===== src/rtl/ls_arbiter.sv =====
// Local-store SRAM arbiter: LS/DMA/IF requesters, starvation promotion,
// registered SRAM port and a tagged read-return path with IF flush.
module ls_arbiter #(
  parameter int ADDR_W       = 11,
  parameter int STARVE_LIMIT = 7
) (
  input  logic              clk,
  input  logic              reset,
  input  logic              ls_req,
  input  logic              ls_we,
  input  logic [ADDR_W-1:0] ls_addr,
  input  logic [127:0]      ls_wdata,
  output logic              ls_gnt,
  input  logic              dma_req,
  input  logic              dma_we,
  input  logic [ADDR_W-1:0] dma_addr,
  input  logic [127:0]      dma_wdata,
  output logic              dma_gnt,
  input  logic              if_req,
  input  logic [ADDR_W-1:0] if_addr,
  output logic              if_gnt,
  input  logic              flush,
  output logic              mem_en,
  output logic              mem_we,
  output logic [ADDR_W-1:0] mem_addr,
  output logic [127:0]      mem_wdata,
  input  logic [127:0]      mem_rdata,
  output logic              rd_valid,
  output logic [1:0]        rd_src,
  output logic [127:0]      rd_data
);

  localparam logic [2:0] LIMIT = STARVE_LIMIT[2:0];

  typedef enum logic [1:0] {
    SRC_LS  = 2'd0,
    SRC_DMA = 2'd1,
    SRC_IF  = 2'd2
  } src_e;

  logic [2:0]        dma_cnt_q, dma_cnt_d;
  logic [2:0]        if_cnt_q, if_cnt_d;
  logic              if_ok;
  logic              dma_starved;
  logic              if_starved;
  logic              any_gnt;
  logic              sel_we;
  logic [ADDR_W-1:0] sel_addr;
  logic [127:0]      sel_wdata;
  src_e              sel_src;

  logic              mem_en_q;
  logic              mem_we_q;
  logic [ADDR_W-1:0] mem_addr_q;
  logic [127:0]      mem_wdata_q;
  logic              t1_v_q, t2_v_q;
  src_e              t1_src_q, t2_src_q;
  logic              t1_kill, t2_kill;
  logic              rd_valid_q;
  src_e              rd_src_q;
  logic [127:0]      rd_data_q;

  always_comb begin
    ls_gnt      = 1'b0;
    dma_gnt     = 1'b0;
    if_gnt      = 1'b0;
    if_ok       = if_req && !flush;
    dma_starved = dma_req && (dma_cnt_q >= LIMIT);
    if_starved  = if_ok && (if_cnt_q >= LIMIT);
    if (!reset) begin
      if (dma_starved)     dma_gnt = 1'b1;
      else if (if_starved) if_gnt  = 1'b1;
      else if (ls_req)     ls_gnt  = 1'b1;
      else if (dma_req)    dma_gnt = 1'b1;
      else if (if_ok)      if_gnt  = 1'b1;
    end
  end

  assign any_gnt = ls_gnt | dma_gnt | if_gnt;

  always_comb begin
    sel_we    = 1'b0;
    sel_addr  = '0;
    sel_wdata = '0;
    sel_src   = SRC_LS;
    unique case (1'b1)
      ls_gnt: begin
        sel_we    = ls_we;
        sel_addr  = ls_addr;
        sel_wdata = ls_wdata;
        sel_src   = SRC_LS;
      end
      dma_gnt: begin
        sel_we    = dma_we;
        sel_addr  = dma_addr;
        sel_wdata = dma_wdata;
        sel_src   = SRC_DMA;
      end
      if_gnt: begin
        sel_addr  = if_addr;
        sel_src   = SRC_IF;
      end
      default: ;
    endcase
  end

  always_comb begin
    dma_cnt_d = dma_cnt_q;
    if_cnt_d  = if_cnt_q;
    if (!dma_req || dma_gnt)
      dma_cnt_d = '0;
    else if (dma_cnt_q != 3'd7)
      dma_cnt_d = dma_cnt_q + 3'd1;
    if (!if_req || if_gnt || flush)
      if_cnt_d = '0;
    else if (if_cnt_q != 3'd7)
      if_cnt_d = if_cnt_q + 3'd1;
  end

  // flush squashes IF reads still in either tag stage
  assign t1_kill = flush && (t1_src_q == SRC_IF);
  assign t2_kill = flush && (t2_src_q == SRC_IF);

  always_ff @(posedge clk) begin
    if (reset) begin
      dma_cnt_q   <= '0;
      if_cnt_q    <= '0;
      mem_en_q    <= 1'b0;
      mem_we_q    <= 1'b0;
      mem_addr_q  <= '0;
      mem_wdata_q <= '0;
      t1_v_q      <= 1'b0;
      t1_src_q    <= SRC_LS;
      t2_v_q      <= 1'b0;
      t2_src_q    <= SRC_LS;
      rd_valid_q  <= 1'b0;
      rd_src_q    <= SRC_LS;
      rd_data_q   <= '0;
    end else begin
      dma_cnt_q  <= dma_cnt_d;
      if_cnt_q   <= if_cnt_d;
      mem_en_q   <= any_gnt;
      mem_we_q   <= any_gnt && sel_we;
      if (any_gnt) begin
        mem_addr_q  <= sel_addr;
        mem_wdata_q <= sel_wdata;
      end
      t1_v_q     <= any_gnt && !sel_we;
      t1_src_q   <= sel_src;
      t2_v_q     <= t1_v_q && !t1_kill;
      t2_src_q   <= t1_src_q;
      rd_valid_q <= t2_v_q && !t2_kill;
      if (t2_v_q && !t2_kill) begin
        rd_src_q  <= t2_src_q;
        rd_data_q <= mem_rdata;
      end
    end
  end

  // outputs read as idle/zero for the whole time reset is high
  assign mem_en    = mem_en_q && !reset;
  assign mem_we    = mem_we_q && !reset;
  assign mem_addr  = reset ? '0 : mem_addr_q;
  assign mem_wdata = reset ? '0 : mem_wdata_q;
  assign rd_valid  = rd_valid_q && !reset;
  assign rd_src    = reset ? 2'd0 : rd_src_q;
  assign rd_data   = reset ? '0 : rd_data_q;

endmodule


===== config.mk =====
export PLATFORM = sky130hd
export DESIGN_NAME = ls_arbiter
export DESIGN_NICKNAME = d
export VERILOG_FILES = /design/src/rtl/ls_arbiter.sv
export SDC_FILE = /design/constraint.sdc
export NUM_CORES = 1
export LEC_CHECK = 0
export ABC_AREA = 1
export CORE_AREA = 8 8 265 267
export DETAILED_ROUTE_END_ITERATION = 10
export DIE_AREA = 0 0 273 275
export PLACE_DENSITY_LB_ADDON = 0.1
export SLEW_MARGIN = 20
export SYNTH_ARGS = -nofsm -noshare
export SYNTH_HDL_FRONTEND = slang
export SYNTH_SLANG_ARGS = --single-unit

===== constraint.sdc =====
create_clock -name clk -period 2.05 [get_ports clk]
set_input_delay 0.205 -clock clk [delete_from_list [all_inputs] [get_ports clk]]
set_output_delay 0.205 -clock clk [all_outputs]
set_load 0.005 [all_outputs]

==> impl_metrics.json <==
{
  "synth_top_flop_cell": "dfxtp_1",
  "worstMarginPinSlew_ns": 0.635,
  "cts_hold_repair.buffers": 0,
  "fp.dieW_um": 273,
  "power.ir.vdd_worst_mv": 0.486,
  "final_util_pct": 36.9,
  "cts.htree.levels": 2,
  "comb_power_share_pct": 24.7,
  "worstSetupEndpointType": "primary output",
  "pre_cts_ws_ns": -0.353,
  "failing_checks": "negative setup slack",
  "cts_tree": "built",
  "synth.yosys.warnings": 0,
  "wp_data_required_ns": 1.85,
  "list_of_most_frequent_post_synthesis_cells": "nor2_1 (693), inv_1 (540), dfxtp_1 (284), nand3_1 (176), o22ai_1 (128)",
  "initial_utilization_pct": 20.5,
  "sw_frac_of_total_pct": 27.6,
  "area.growth.synth_to_final_pct": 80.1,
  "antenna_left": 0,
  "clk_latency_ns": 0.54,
  "cts_buffer_depth": 3,
  "post_layout_min_period_ns": 2.11,
  "run_status": "finished, violations left",
  "grt_start_max_net_pins": 94,
  "setup.worst_path.class": "register to primary output",
  "clockRootBuffer": "clkbuf_16",
  "synth_async_sr_flop_share_pct": 0,
  "design.portCount": 700,
  "finalMaxSlewViolations": 0,
  "syn-instance-count": 2141,
  "p_leak_uw": 0.0113,
  "timing.critical_path.arrival_ns": 1.91,
  "drive_above_1_share_pct": 11.7,
  "max_slew_headroom_at_the_worst_pin_pct": 57.6,
  "synthDominantAreaCellType": "dfxtp_1",
  "buffer_ports.inserted": 699,
  "initialDrtViolationCount": 639,
  "nNetsFinal": 3287,
  "timing.critical_path.from_type": "register",
  "globalRouteOverflowTotal": 0,
  "finalWeightedCongestion": 0.823,
  "placementRows": 95,
  "cp_max_fo": 3,
  "post-synth-top-count-cell": "nor2_1",
  "grt_setup_unrepaired": "yes",
  "coreArea_mm2": 0.0663,
  "worst_setup_hold_path_clk_slew_ns": 0.05,
  "antenna_violations_before_repair": 13,
  "vias_per_cell": 4.12,
  "clock_power_share_pct": 38.1,
  "hpwl_um": 51300,
  "synth_top_area_share_pct": 41.8,
  "fmax_mhz": 473,
  "drc": 0,
  "total_cell_area_at_the_placement_stage_mm2": 0.0221,
  "post_synth_main_area_contributors": "dfxtp_1 (42%), nor2_1 (19%), inv_1 (15%)",
  "p_seq_share_pct": 37.2,
  "synth-seq-cells": 284,
  "synth_enable_flop_cells": 0,
  "avgSynthCellArea_um2": 6.36,
  "power_density_mw_per_mm2": 683,
  "final_area_mm2": 0.0245,
  "die_height_um": 275,
  "route.final.wire_length_um": 68200,
  "syn-num-nets": 2570,
  "design.die.area_mm2": 0.0751,
  "first_global_vias": 15800,
  "postLayoutSetupSlackWorst_ns": -0.0625,
  "finalSetupViolCount": 75,
  "power.net_switching_uw": 4610,
  "netlist_area_mm2": 0.0136,
  "route.vias.total": 15500,
  "timing_hold_violations_final": 0,
  "grt_first_pass_wirelength_um": 98400,
  "p_int_uw": 12100,
  "synth.lib_cells_used.distinct": 24,
  "wire_per_inst_um": 18.1,
  "numClockSinks": 284,
  "synth_seq_area_share_pct": 41.8,
  "maxCapViolCount": 0,
  "drt_first_pass_iters": 5,
  "tritoncts.num_buffers": 37,
  "finalCritPeriodShare_pct": 103,
  "grt_use_total_pct": 17.1,
  "fin_skew_ns": 0.0220,
  "holdCritPathClass": "input pin to register"
}
## critical path, stage by stage (launching register included)
cell and delay [ns]:
dfxtp_2 0.33, ha_4 0.16, ha_4 0.17, nor2_4 0.14, nor2_4 0.06, a21oi_4 0.14
buf_6 0.14, nand2_8 0.06, inv_6 0.07, buf_6 0.09
## layout by cell type, fill, tap and decap left out
cell type / instances
a21oi_1: 6
a21oi_4: 1
and2_4: 1
buf_12: 33
buf_16: 5
buf_4: 58
buf_6: 15
buf_8: 3
bufbuf_16: 2
bufinv_16: 1
clkbuf_1: 11
clkbuf_16: 43
clkbuf_8: 6
clkdlybuf4s50_1: 695
clkinv_2: 7
clkinvlp_4: 1
dfxtp_1: 280
dfxtp_2: 4
diode_2: 8
ha_4: 4
inv_1: 538
inv_2: 2
inv_4: 3
inv_6: 2
nand2_1: 21
nand2_2: 5
nand2_4: 5
nand2_8: 2
nand3_1: 175
nand3_4: 2
nand3b_1: 2
nor2_1: 603
nor2_2: 64
nor2_4: 28
o21ai_0: 10
o21ai_1: 78
o21ai_2: 36
o21ai_4: 4
o22a_1: 1
o22ai_1: 128
## power by group through the flow
stage	clock (uW)	sequential, uW	combinational (uW)
finish	6370	6230	4120
global route	6880	6280	4550
detailed placement	0	6350	3800
floorplan	0	6310	1540
CTS	6660	6230	4020
global placement	0	6330	3790
## path summary, 6_finish.rpt
path | from | slack (ns) | end | cells past startpoint
hold reg to reg | t1_src_q[1] | 0.41 | t2_src_q[1] | 2
hold / removal | reset | 0.23 | t2_src_q[1] | 3
setup / recovery | dma_cnt_q[0] | -0.06 | if_gnt | 9
setup reg to reg | dma_cnt_q[0] | -0.05 | mem_wdata_q[116] | 13
## sequential cells by signal (all words and copies together) (netlist names)
signal	flops
mem_we_q	1
t2_src_q	2
rd_valid_q	1
mem_addr_q	11
t1_src_q	2
rd_src_q	2
dma_cnt_q	3
rd_data_q	128
mem_wdata_q	128
if_cnt_q	3
t1_v_q	1
t2_v_q	1
mem_en_q	1
## routing by layer
| metal | global-route usage, % | wire (um) |
|---|---|---|
| met3 | 6.53 | 6180 |
| met4 | 5.16 | 1570 |
| met2 | 29.9 | 33600 |
| met5 | 0 | 38 |
| met1 | 19.0 | 26800 |
## through the flow
stage | hold WS (ns) | setup TNS (ns) | std cells | total power (uW)
floorplan | 0.329 | 0 | 2141 | 7850
global placement | 0.419 | -16.71 | 3658 | 10100
detailed placement | 0.418 | -20.22 | 3658 | 10100
CTS | 0.200 | -0.766 | 3751 | 16900
global route | 0.224 | -13.33 | 3763 | 17700
finish | 0.233 | -1.18 | 3766 | 16700
## repair_timing
| item | in CTS | in global routing |
|---|---|---|
| cloned | 5 | 4 |
| setup endpoints to repair | 144 | 143 |
| pin swaps | 13 | 50 |
| hold endpoints to repair | 0 | 0 |
| buffers inserted | 22 | 4 |
| gates resized for setup | 136 | 128 |
## kinds of logic (layout without fill, tap and decap cells)
group	count (synthesis)	after routing	share of synthesized area, %
compound gates	264	264	11.0
fa+ha+maj	4	4	0.368
buf+inv	681	1425	19.9
flops	284	284	41.8
other cells	0	8	0
simple gates	908	908	26.9
## area by class of cell
type	instances	area, um2
Antenna cell	8	20.0
Fill cell	7057	41800
Inverter	544	2050
Timing Repair Buffer	815	8570
Sequential cell	284	5690
Multi-Input combinational cell	1176	5900
Tap cell	873	1090
Clock inverter	10	81.3
Clock buffer	56	1100
No activity file was read; power rests on OpenSTA's default activity.
